--- src/rtl/cva6_lsu_mem_responder.sv ---
// Memory-side responder for the CVA6 LSU benches: queues loads and stores separately
// and returns a one-cycle response pulse per request after a fixed latency.
module cva6_lsu_mem_responder #(
    parameter int ADDR_W        = 32,
    parameter int DEPTH         = 4,
    parameter int LOAD_LATENCY  = 3,
    parameter int STORE_LATENCY = 2
) (
    input  logic                       clk_i,
    input  logic                       rst_ni,
    input  logic                       req_valid_i,
    input  logic                       req_is_load_i,
    input  logic [ADDR_W-1:0]          req_addr_i,
    output logic                       req_ready_o,
    output logic                       load_mem_resp_o,
    output logic [ADDR_W-1:0]          load_resp_addr_o,
    output logic                       store_mem_resp_o,
    output logic [ADDR_W-1:0]          store_resp_addr_o,
    output logic [$clog2(DEPTH+1)-1:0] load_pending_o,
    output logic [$clog2(DEPTH+1)-1:0] store_pending_o,
    output logic                       overflow_o
);

    localparam int PW      = $clog2(DEPTH);
    localparam int CW      = $clog2(DEPTH + 1);
    localparam int MAX_LAT = (LOAD_LATENCY > STORE_LATENCY) ? LOAD_LATENCY : STORE_LATENCY;
    localparam int DW      = $clog2(MAX_LAT + 1);

    localparam logic [CW-1:0] FULL     = CW'(DEPTH);
    localparam logic [DW-1:0] LOAD_CD  = DW'(LOAD_LATENCY - 1);
    localparam logic [DW-1:0] STORE_CD = DW'(STORE_LATENCY - 1);

    logic [ADDR_W-1:0] ld_addr_q [DEPTH];
    logic [DW-1:0]     ld_cd_q   [DEPTH];
    logic [DEPTH-1:0]  ld_vld_q;
    logic [PW-1:0]     ld_rd_q;
    logic [PW-1:0]     ld_wr_q;
    logic [CW-1:0]     ld_cnt_q;

    logic [ADDR_W-1:0] st_addr_q [DEPTH];
    logic [DW-1:0]     st_cd_q   [DEPTH];
    logic [DEPTH-1:0]  st_vld_q;
    logic [PW-1:0]     st_rd_q;
    logic [PW-1:0]     st_wr_q;
    logic [CW-1:0]     st_cnt_q;

    logic accept;
    logic ld_push_req;
    logic st_push_req;
    logic ld_push;
    logic st_push;
    logic ld_pop;
    logic st_pop;
    logic ld_bypass;
    logic st_bypass;
    logic ld_hazard;
    logic byp_hazard;

    assign req_ready_o    = (ld_cnt_q < FULL) && (st_cnt_q < FULL);
    assign accept         = req_valid_i && req_ready_o;
    assign ld_push_req    = accept && req_is_load_i;
    assign st_push_req    = accept && !req_is_load_i;
    assign load_pending_o  = ld_cnt_q;
    assign store_pending_o = st_cnt_q;

    // A load is held back while any queued store (including one retiring now) targets its address.
    always_comb begin
        ld_hazard  = 1'b0;
        byp_hazard = 1'b0;
        for (int i = 0; i < DEPTH; i++) begin
            if (st_vld_q[i] && (st_addr_q[i] == ld_addr_q[ld_rd_q])) begin
                ld_hazard = 1'b1;
            end
            if (st_vld_q[i] && (st_addr_q[i] == req_addr_i)) begin
                byp_hazard = 1'b1;
            end
        end
    end

    // A head retires on the edge its countdown expires; latency 1 bypasses an empty queue.
    assign ld_pop    = (ld_cnt_q != '0) && (ld_cd_q[ld_rd_q] <= DW'(1)) && !ld_hazard;
    assign st_pop    = (st_cnt_q != '0) && (st_cd_q[st_rd_q] <= DW'(1));
    assign ld_bypass = ld_push_req && (LOAD_LATENCY == 1) && (ld_cnt_q == '0) && !byp_hazard;
    assign st_bypass = st_push_req && (STORE_LATENCY == 1) && (st_cnt_q == '0);
    assign ld_push   = ld_push_req && !ld_bypass;
    assign st_push   = st_push_req && !st_bypass;

    always_ff @(posedge clk_i or negedge rst_ni) begin
        if (!rst_ni) begin
            for (int i = 0; i < DEPTH; i++) begin
                ld_addr_q[i] <= '0;
                ld_cd_q[i]   <= '0;
            end
            ld_vld_q <= '0;
            ld_rd_q  <= '0;
            ld_wr_q  <= '0;
            ld_cnt_q <= '0;
        end else begin
            for (int i = 0; i < DEPTH; i++) begin
                if (ld_vld_q[i] && (ld_cd_q[i] != '0)) begin
                    ld_cd_q[i] <= ld_cd_q[i] - DW'(1);
                end
            end
            if (ld_pop) begin
                ld_vld_q[ld_rd_q] <= 1'b0;
                ld_rd_q           <= ld_rd_q + PW'(1);
            end
            if (ld_push) begin
                ld_vld_q[ld_wr_q]  <= 1'b1;
                ld_addr_q[ld_wr_q] <= req_addr_i;
                ld_cd_q[ld_wr_q]   <= LOAD_CD;
                ld_wr_q            <= ld_wr_q + PW'(1);
            end
            ld_cnt_q <= ld_cnt_q + CW'(ld_push) - CW'(ld_pop);
        end
    end

    always_ff @(posedge clk_i or negedge rst_ni) begin
        if (!rst_ni) begin
            for (int i = 0; i < DEPTH; i++) begin
                st_addr_q[i] <= '0;
                st_cd_q[i]   <= '0;
            end
            st_vld_q <= '0;
            st_rd_q  <= '0;
            st_wr_q  <= '0;
            st_cnt_q <= '0;
        end else begin
            for (int i = 0; i < DEPTH; i++) begin
                if (st_vld_q[i] && (st_cd_q[i] != '0)) begin
                    st_cd_q[i] <= st_cd_q[i] - DW'(1);
                end
            end
            if (st_pop) begin
                st_vld_q[st_rd_q] <= 1'b0;
                st_rd_q           <= st_rd_q + PW'(1);
            end
            if (st_push) begin
                st_vld_q[st_wr_q]  <= 1'b1;
                st_addr_q[st_wr_q] <= req_addr_i;
                st_cd_q[st_wr_q]   <= STORE_CD;
                st_wr_q            <= st_wr_q + PW'(1);
            end
            st_cnt_q <= st_cnt_q + CW'(st_push) - CW'(st_pop);
        end
    end

    // Response pulses are registered; the address outputs hold between pulses.
    always_ff @(posedge clk_i or negedge rst_ni) begin
        if (!rst_ni) begin
            load_mem_resp_o   <= 1'b0;
            load_resp_addr_o  <= '0;
            store_mem_resp_o  <= 1'b0;
            store_resp_addr_o <= '0;
            overflow_o        <= 1'b0;
        end else begin
            load_mem_resp_o  <= ld_pop || ld_bypass;
            store_mem_resp_o <= st_pop || st_bypass;
            if (ld_pop) begin
                load_resp_addr_o <= ld_addr_q[ld_rd_q];
            end else if (ld_bypass) begin
                load_resp_addr_o <= req_addr_i;
            end
            if (st_pop) begin
                store_resp_addr_o <= st_addr_q[st_rd_q];
            end else if (st_bypass) begin
                store_resp_addr_o <= req_addr_i;
            end
            if (req_valid_i && !req_ready_o) begin
                overflow_o <= 1'b1;
            end
        end
    end

endmodule

--- config.mk ---
export PLATFORM = sky130hd
export DESIGN_NAME = cva6_lsu_mem_responder
export DESIGN_NICKNAME = d
export VERILOG_FILES = /design/src/rtl/cva6_lsu_mem_responder.sv
export SDC_FILE = /design/constraint.sdc
export NUM_CORES = 1
export LEC_CHECK = 0
export CORE_MARGIN = 10
export CORE_UTILIZATION = 40
export CTS_CLUSTER_DIAMETER = 120
export DETAILED_ROUTE_END_ITERATION = 6
export GPL_TIMING_DRIVEN = 0
export SLEW_MARGIN = 0
export SYNTH_ARGS = -nofsm -noshare
export SYNTH_HDL_FRONTEND = slang
export SYNTH_SLANG_ARGS = --single-unit
--- constraint.sdc ---
create_clock -name clk_i -period 5.6 [get_ports clk_i]
set_input_delay 1.12 -clock clk_i [delete_from_list [all_inputs] [get_ports clk_i]]
set_output_delay 1.12 -clock clk_i [all_outputs]
set_load 0.02 [all_outputs]
==> results_dict.tcl, run 1 <==
set metrics [dict create \
    status "finished, final reports clean" \
    place_congestion 0.915 \
    total_power_mw 5.48 \
    placement_rows 75 \
    core-area_um2 42100 \
    grt_start_max_net_pins 105 \
    syn_inst 1171 \
    required_ns 6.04 \
    rsz0062_at_grt "false" \
    dr.pass1.iters 4 \
    cts_num_sinks 361 \
    hp-class "reg -> reg" \
    fin_nets 1392 \
    clk_pin_slew_worst_paths_ns 0.06 \
    grt_pass1_vias 11100 \
    via_per_inst 5.52 \
    rr_startpoint "ld_rd_q[1]" \
    p_sw_mw 1.16 \
    hp-start "overflow_o" \
    p_comb_frac 0.020 \
    cts_tree "built" \
    ys_warn_count 0 \
    r2r-end "load_pending_o[2]" \
    fin_tns_setup_ns 0 \
    grt_usage 0.194 \
    diodes 0 \
    max_clock_freq_mhz 184 \
    maxCapViolations 0 \
    initial_core_util 0.407 \
    cts_buffers 41 \
    die_w_um 227 \
    critical_path_class "reg -> reg" \
    ys_types 38 \
    end_kind "flop" \
    synth_nets 1237 \
    grt_use_met2 0.299 \
    drc_errors 0 \
    dominantRegCellSynth "dfrtp_1" \
    holdPathStages 1 \
    slew_viol_final 0 \
    min_period_ns 5.42 \
    grt_pass1_wl_um 73300 \
    synth.avg_cell_area_um2 14.6 \
    fin_worst_skew_ns 0.0195 \
    ys_seq_elements 361 \
    drive_above_1_share 0.348 \
    vias 10500 \
    cellInternalPower_mw 4.32 \
    p_per_area_nw_per_um2 269 \
    gr-usage-met1 0.261 \
    root_buffer "clkbuf_16" \
    n_fill_cell 3666 \
    top_usage_layer "met2" \
    clock_latency_ns 0.56 \
    ant_nets 0 \
    wl_per_cell_um 26.0 \
    slew_headroom 0.299 \
    power.clock.fraction 0.504 \
    drtIter0Drc 853 \
    tightest_slew_ns 1.05 \
    startpoint_type "flop" \
    yosysSeqAreaShare 0.527 \
    finalSetupViolCount 0 \
    clk_path_buf_depth 3 \
    die_h_um 227 \
    finalHoldViolCount 0 \
    dp_hpwl_um 35300 \
    r2r_cells 18 \
    swShare 0.213 \
    place_area_um2 19000 \
    seqPwrFrac 0.476 \
    portBuffers 109 \
    overflow 0 \
    synth_edf_count 0 \
    cts-htree-levels 2 \
    cts_hold_buf 0 \
    cp.arrival_ns 5.86 \
    antenna_found_initial 0 \
    final_cells 1894 \
    placed_cells 1822 \
    postRouteWirelength_um 49200 \
    vdd_drop_max_mv 0.245 \
    fin_area_um2 20400 \
    reg2reg_slack_ns 0.18 \
    areaGrowthSynthToFinish_pct 19.0 \
    synthArstFlopShare 1.00 \
    grt_util_met3 0.0519 \
    ios 110 \
    synth.cell_area_um2 17100 \
    leakagePower_nw 10.1 \
    dieArea_um2 51500 \
    min_period_over_period 0.969 \
    hold_end "overflow_o" \
    worst-path-max-fanout 11 \
]
==> how the worst max path moves through the flow <==
stage / slack, ns / end / start / cells past startpoint
global placement: -12.94 / store_resp_addr_o[14] / rst_ni / 1
detailed placement: -0.05 / load_pending_o[2] / ld_rd_q[1] / 18
floorplan: 1.41 / load_pending_o[2] / ld_rd_q[0] / 17
global route: 0.009 / load_pending_o[2] / ld_rd_q[1] / 18
CTS: 0.0008 / load_pending_o[2] / ld_rd_q[1] / 18
finish: 0.18 / load_pending_o[2] / ld_rd_q[1] / 18
==> placed cells by master, fill, tap and decap left out, types with 36 or more instances in the layout <==
| cell type | n |
|---|---|
| clkdlybuf4s50_1 | 108 |
| xor2_1 | 89 |
| clkbuf_16 | 43 |
| mux4_2 | 66 |
| mux2_2 | 319 |
| xnor2_1 | 46 |
| dfrtp_1 | 361 |
| inv_1 | 36 |
| clkbuf_1 | 41 |
| nand2_1 | 36 |
==> cell families after synthesis <==
| family | count (synthesis) | synth area share |
|---|---|---|
| buffers and inverters | 91 | 0.0223 |
| AND/OR/NAND/NOR | 100 | 0.0294 |
| flip-flops | 361 | 0.527 |
| XOR/XNOR | 135 | 0.0690 |
| adder cells (fa/ha/maj) | 30 | 0.0228 |
| multiplexers | 407 | 0.311 |
| AO/OA/AOI/OAI | 47 | 0.0185 |
==> worst max-delay path, stage by stage (launching register included) <==
cell      delay (ns)
dfrtp_1         0.38
buf_2           0.37
clkbuf_4        0.43
buf_2           0.46
clkbuf_4        0.41
mux2i_1         0.34
o22ai_1         0.14
a221oi_1        0.26
a31oi_1         0.19
nor4_1          0.55
nor4_1          0.17
buf_6           0.21
buf_6           0.17
ha_1            0.28
inv_1           0.04
ha_1            0.18
fa_1            0.38
xor2_1          0.18
xnor2_1         0.12
==> cell type report <==
| class | count | area, µm² | area share |
|---|---|---|---|
| Tap cell | 539 | 674 | 0.0331 |
| Buffer | 54 | 253 | 0.0124 |
| Timing Repair Buffer | 112 | 1180 | 0.0578 |
| Sequential cell | 361 | 9030 | 0.443 |
| Multi-Input combinational cell | 719 | 7710 | 0.378 |
| Inverter | 37 | 139 | 0.00682 |
| Clock inverter | 6 | 83.8 | 0.00411 |
| Clock buffer | 66 | 1300 | 0.0639 |
==> what timing repair did <==
action | CTS | global route
gates resized for setup | 1 | 3
setup endpoints to repair | 1 | 1
buffers inserted | 0 | 0
==> routing by layer <==
layer	part of all wire	vias up	wire, µm
li1	-	4570	-
met3	0.063	78	3100
met4	0.031	0	1510
met1	0.45	5553	22000
met2	0.46	260	22600
met5	0	-	0
==> synth_stat cells, drive strengths merged, types with 6 or more instances <==
cell      n  area share
a21oi    10      0.0029
a221oi    6      0.0031
buf      22      0.0072
clkbuf   32      0.0070
dfrtp   361        0.53
ha       28       0.020
inv      36      0.0079
mux2    323        0.21
mux2i    18       0.011
mux4     66       0.087
nand2    36      0.0079
nand4    11      0.0040
nor2      9      0.0020
nor3      6      0.0018
nor4     24      0.0088
o21ai     7      0.0020
o22ai     6      0.0022
xnor2    46       0.024
xor2     89       0.046
==> per-stage QoR <==
step,hold WS [ns],worst slack (ns),utilization
after floorplan,0.458,1.41,-
after global placement,0.450,-12.94,0.448
after detailed placement,0.452,-0.0530,0.450
after CTS,0.470,0.000810,0.483
after global routing,0.484,0.00895,0.484
final,0.470,0.176,0.484
==> sequential cells by signal, summed over array words and instances (netlist names) <==
| register | cells |
|---|---|
| load_resp_addr_o | 32 |
| ld_rd_q | 2 |
| st_addr_q | 128 |
| st_rd_q | 2 |
| store_mem_resp_o | 1 |
| ld_addr_q | 128 |
| ld_wr_q | 2 |
| store_pending_o | 3 |
| ld_cd_q | 8 |
| st_vld_q | 4 |
| load_pending_o | 3 |
| overflow_o | 1 |
| ld_vld_q | 4 |
| store_resp_addr_o | 32 |
| st_wr_q | 2 |
| st_cd_q | 8 |
| load_mem_resp_o | 1 |
==> power by group through the flow <==
stage | sequential, mW | combinational (mW) | clock (mW)
2_1_floorplan | 2.66 | 0.00218 | 0
3_3_place_gp | 2.66 | 0.107 | 0
3_5_place_dp | 2.66 | 0.116 | 0
4_1_cts | 2.61 | 0.116 | 2.81
5_1_grt | 2.61 | 0.126 | 2.92
6_report | 2.61 | 0.111 | 2.76
Note: power is estimated with default switching activity, not from simulation.
==> inputs of run 2 (changes only) <==
Settings changed: REMOVE_ABC_BUFFERS set to 1.
==> results_dict.tcl, run 2 (synthesized netlist as in run 1, its figures left out) <==
set metrics [dict create \
    min_period_ns 5.24 \
    grt_start_max_net_pins 119 \
    clock_latency_ns 0.57 \
    vias 10100 \
    reg_top3 "ld_addr_q: 128 flops, st_addr_q: 128 flops" \
    clk_pin_slew_worst_paths_ns 0.06 \
    status "finished, final reports clean" \
    min_period_over_period 0.935 \
    place_congestion 0.800 \
    fin_area_um2 20400 \
    fin_worst_skew_ns 0.0259 \
    grt_usage 0.172 \
    end_kind "flop" \
    cts-htree-levels 2 \
    drc_errors 0 \
    mostFrequentLayoutCells "dfrtp_1, mux2_2, clkdlybuf4s50_1" \
    clk_path_buf_depth 3 \
    cp.arrival_ns 5.68 \
    hp-class "reg -> reg" \
    ant_nets 0 \
    max_clock_freq_mhz 191 \
    areaGrowthSynthToFinish_pct 19.1 \
    final_util 0.484 \
    maxCapViolations 0 \
    place_area_um2 19000 \
    die_w_um 227 \
    worst-path-max-fanout 13 \
    critPathLaunch "ld_rd_q[0]" \
    root_buffer "clkbuf_16" \
    finalSetupViolCount 0 \
    fin_nets 1357 \
    postRouteWirelength_um 44600 \
    overflow 0 \
    leakagePower_nw 10.1 \
    die_h_um 227 \
    rsz0062_at_grt "false" \
    diodes 0 \
    core-area_um2 42100 \
    dieArea_um2 51500 \
    rr_startpoint "ld_rd_q[0]" \
    ios 110 \
    dp_hpwl_um 30100 \
    cts_num_sinks 361 \
    tightest_slew_ns 0.936 \
    drtIter0Drc 536 \
    finalHoldViolCount 0 \
    drive_above_1_share 0.368 \
    hp-start "overflow_o" \
    vdd_drop_max_mv 0.213 \
    grt_pass1_vias 10600 \
    placement_rows 75 \
    initial_core_util 0.407 \
    slew_viol_final 0 \
    final_common_cell "dfrtp_1" \
    slew_headroom 0.374 \
    p_per_area_nw_per_um2 262 \
    antenna_found_initial 2 \
    critical_path_class "reg -> reg" \
    required_ns 6.04 \
    cts_resized 0 \
    via_per_inst 5.42 \
    portBuffers 109 \
    startpoint_type "flop" \
    wl_per_cell_um 24.0 \
    grt_pass1_wl_um 67200 \
    cts_buffers 41 \
    dr.pass1.iters 4 \
    cts_tree "built" \
]
==> run 2: timing repair <==
action                     in CTS  in global routing
setup endpoints to repair       0                  2
setup buffers                   0                  3
hold buffers                    0                  0
==> run 2: final cells by class <==
class                   instances  area, µm²
fillers                      3659      21700
flip-flops and latches        361       9050
multi-input cells             719       7750
repair buffers                131       1490
clock buffers                  64       1230
well taps                     539        674
inverters                      37        139
clock inverters                 7       70.1
==> run 2: worst max-delay path, cell delays in order, from the launching register on <==
cell	delay, ns
dfrtp_4	0.67
mux4_2	0.69
xor2_1	0.20
nor4_1	0.59
nand4_1	0.15
or4_1	0.53
nor4_1	0.67
nor4_2	0.20
buf_4	0.21
ha_1	0.27
inv_1	0.04
ha_1	0.18
fa_1	0.39
xor2_1	0.18
xnor2_1	0.12
==> run 2: final timing paths <==
kind                            cells after the start           endpoint  slack (ns)
worst min register to register                      1         overflow_o        0.47
worst min-delay path                                1         overflow_o        0.47
min in group asynchronous                           1  load_pending_o[2]        0.48
worst max-delay path                               14  load_pending_o[2]        0.36
max in group asynchronous                           3      st_addr_q[44]        3.67
worst max register to register                     14  load_pending_o[2]        0.36
==> run 2: routing by layer <==
metal | track usage | share of wire | vias to the layer above | wire [µm]
met5 | 0 | 0.00029 | - | 13
met4 | 0.0459 | 0.020 | 2 | 905
met3 | 0.0416 | 0.047 | 65 | 2080
met2 | 0.270 | 0.47 | 186 | 20900
met1 | 0.235 | 0.46 | 5300 | 20700
li1 | - | - | 4512 | -
==> run 2: where the power goes <==
| group | internal, mW | switching (mW) |
|---|---|---|
| registers | 2.61 | 0.0000000000000000134 |
| clock network | 1.55 | 1.07 |
| logic | 0.0297 | 0.0790 |
==> run 2: per-stage QoR <==
step                hold WS, ns  total power [mW]  worst slack [ns]  cells  TNS [ns]
global placement          0.450              2.77            -13.03   1765  -5060.02
finish                    0.467              5.34             0.363   1858         0
CTS                       0.469              5.42            0.0155   1855         0
floorplan                 0.458              2.66             -2.69   1117    -82.44
detailed placement        0.452              2.77            0.0603   1784         0
global route              0.500              5.54             0.190   1858         0
==> inputs of run 3 (changes only) <==
Settings changed: RECOVER_POWER set to 25, REMOVE_ABC_BUFFERS 1 to not set.
==> results_dict.tcl, run 3 (synthesized netlist as in run 1, its figures left out) <==
set metrics [dict create \
    postRouteWirelength_um 49200 \
    vias 10500 \
    place_congestion 0.915 \
    min_period_over_period 0.969 \
    vdd_drop_max_mv 0.245 \
    worst-path-max-fanout 11 \
    grt_start_max_net_pins 105 \
    dieArea_um2 51500 \
    fin_nets 1392 \
    grt_usage 0.194 \
    maxCapViolations 3 \
    cts_tree "built" \
    initial_core_util 0.407 \
    total_power_mw 5.47 \
    grt_util_met3 0.0519 \
    tightest_slew_ns 2.43 \
    place_ws_ns -0.0530 \
    ios 110 \
    setup_slack_ns 0.175 \
    top_usage_layer "met2" \
    cellInternalPower_mw 4.31 \
    end_kind "flop" \
    wl_per_cell_um 26.0 \
    die_w_um 227 \
    clock_latency_ns 0.56 \
    dp_hpwl_um 35300 \
    grt_use_met2 0.299 \
    diodes 0 \
    n_fill_cell 3673 \
    startpoint_type "flop" \
    cts_hold_buf 0 \
    seqPwrFrac 0.477 \
    power.clock.fraction 0.504 \
    min_period_ns 5.43 \
    reg_top3 "ld_addr_q: 128 flops, st_addr_q: 128 flops" \
    finalHoldViolCount 0 \
    cts-htree-levels 2 \
    critPathLaunch "ld_rd_q[1]" \
    fin_worst_skew_ns 0.0196 \
    rr_startpoint "ld_rd_q[1]" \
    root_buffer "clkbuf_16" \
    die_h_um 227 \
    status "complete, but fails checks" \
    drive_above_1_share 0.348 \
    core-area_um2 42100 \
    drtIter0Drc 758 \
    cts_buffers 41 \
    portBuffers 109 \
    cp.arrival_ns 5.87 \
    p_per_area_nw_per_um2 269 \
    p_comb_frac 0.019 \
    hp-class "reg -> reg" \
    via_per_inst 5.53 \
    rsz0062_at_grt "false" \
    placement_rows 75 \
    fin_tns_setup_ns 0 \
    cts_num_sinks 361 \
    violations "capacitance limit, slew limit" \
    gr-usage-met1 0.261 \
    clk_path_buf_depth 3 \
    overflow 0 \
    critical_path_class "reg -> reg" \
    finalSetupViolCount 0 \
    swShare 0.212 \
    leakagePower_nw 10.1 \
    postCtsSetupBuffers 0 \
    max_clock_freq_mhz 184 \
    hp-start "overflow_o" \
    clk_pin_slew_worst_paths_ns 0.06 \
    mostFrequentLayoutCells "dfrtp_1, mux2_2, clkdlybuf4s50_1" \
    final_common_cell "dfrtp_1" \
    antenna_found_initial 0 \
    p_sw_mw 1.16 \
    dr.pass1.iters 5 \
    required_ns 6.04 \
    drc_errors 0 \
    grt_pass1_vias 11100 \
    grt_pass1_wl_um 73300 \
    slew_headroom -0.617 \
    areaGrowthSynthToFinish_pct 18.7 \
    ant_nets 0 \
    slew_viol_final 292 \
]
==> run 3: path summary, 6_finish.rpt <==
kind                                          end  slack [ns]  cells after the start
worst max-delay path            load_pending_o[2]        0.17                     18
worst min-delay path                   overflow_o        0.47                      1
worst max register to register  load_pending_o[2]        0.17                     18
worst min register to register         overflow_o        0.47                      1
max in group asynchronous           ld_addr_q[18]        0.91                      2
min in group asynchronous         load_mem_resp_o        1.22                      1
==> run 3: layout make-up <==
class                           count  area (µm²)  share of cell area
Sequential cell                   361        9030               0.445
Tap cell                          539         674              0.0332
Buffer                             54         253              0.0124
Clock inverter                      6        83.8             0.00413
Clock buffer                       66        1300              0.0641
Multi-Input combinational cell    719        7710               0.380
Timing Repair Buffer              112        1120              0.0553
Inverter                           37         139             0.00683
==> run 3: critical path, stage by stage, from the launching register on <==
cell and delay (ns):
dfrtp_1 0.38, buf_2 0.37, clkbuf_4 0.43, buf_2 0.47, clkbuf_4 0.41, mux2i_1 0.34, o22ai_1 0.14, a221oi_1 0.26
a31oi_1 0.18, nor4_1 0.56, nor4_1 0.17, buf_6 0.21, buf_6 0.17, ha_1 0.28, inv_1 0.04, ha_1 0.18
fa_1 0.38, xor2_1 0.18, xnor2_1 0.12
==> run 3: what timing repair did <==
action	4_1_cts	5_1_grt
resized for setup	1	3
setup endpoints to repair	1	1
cloned	0	0
==> run 3: stage by stage <==
| stage | area [µm²] | utilization | hold WS (ns) | std cells |
|---|---|---|---|---|
| global placement | 18900 | 0.448 | 0.450 | 1819 |
| CTS | 20400 | 0.483 | 0.470 | 1894 |
| global route | 20300 | 0.482 | 0.484 | 1894 |
| finish | 20300 | 0.482 | 0.470 | 1894 |
| detailed placement | 19000 | 0.450 | 0.452 | 1822 |
| floorplan | 17100 | - | 0.458 | 1171 |
==> run 3: layer usage <==
layer | wire, µm | up-vias
li1 | - | 4568
met1 | 21800 | 5576
met2 | 22700 | 257
met3 | 3170 | 74
met4 | 1480 | 0
met5 | 0 | -
==> run 3: power by group through the flow <==
stage / Clock [mW] / Sequential [mW] / Combinational (mW)
finish: 2.76 / 2.61 / 0.106
global route: 2.92 / 2.61 / 0.120
CTS: 2.81 / 2.61 / 0.116
detailed placement: 0 / 2.66 / 0.116
global placement: 0 / 2.66 / 0.107
floorplan: 0 / 2.66 / 0.00218
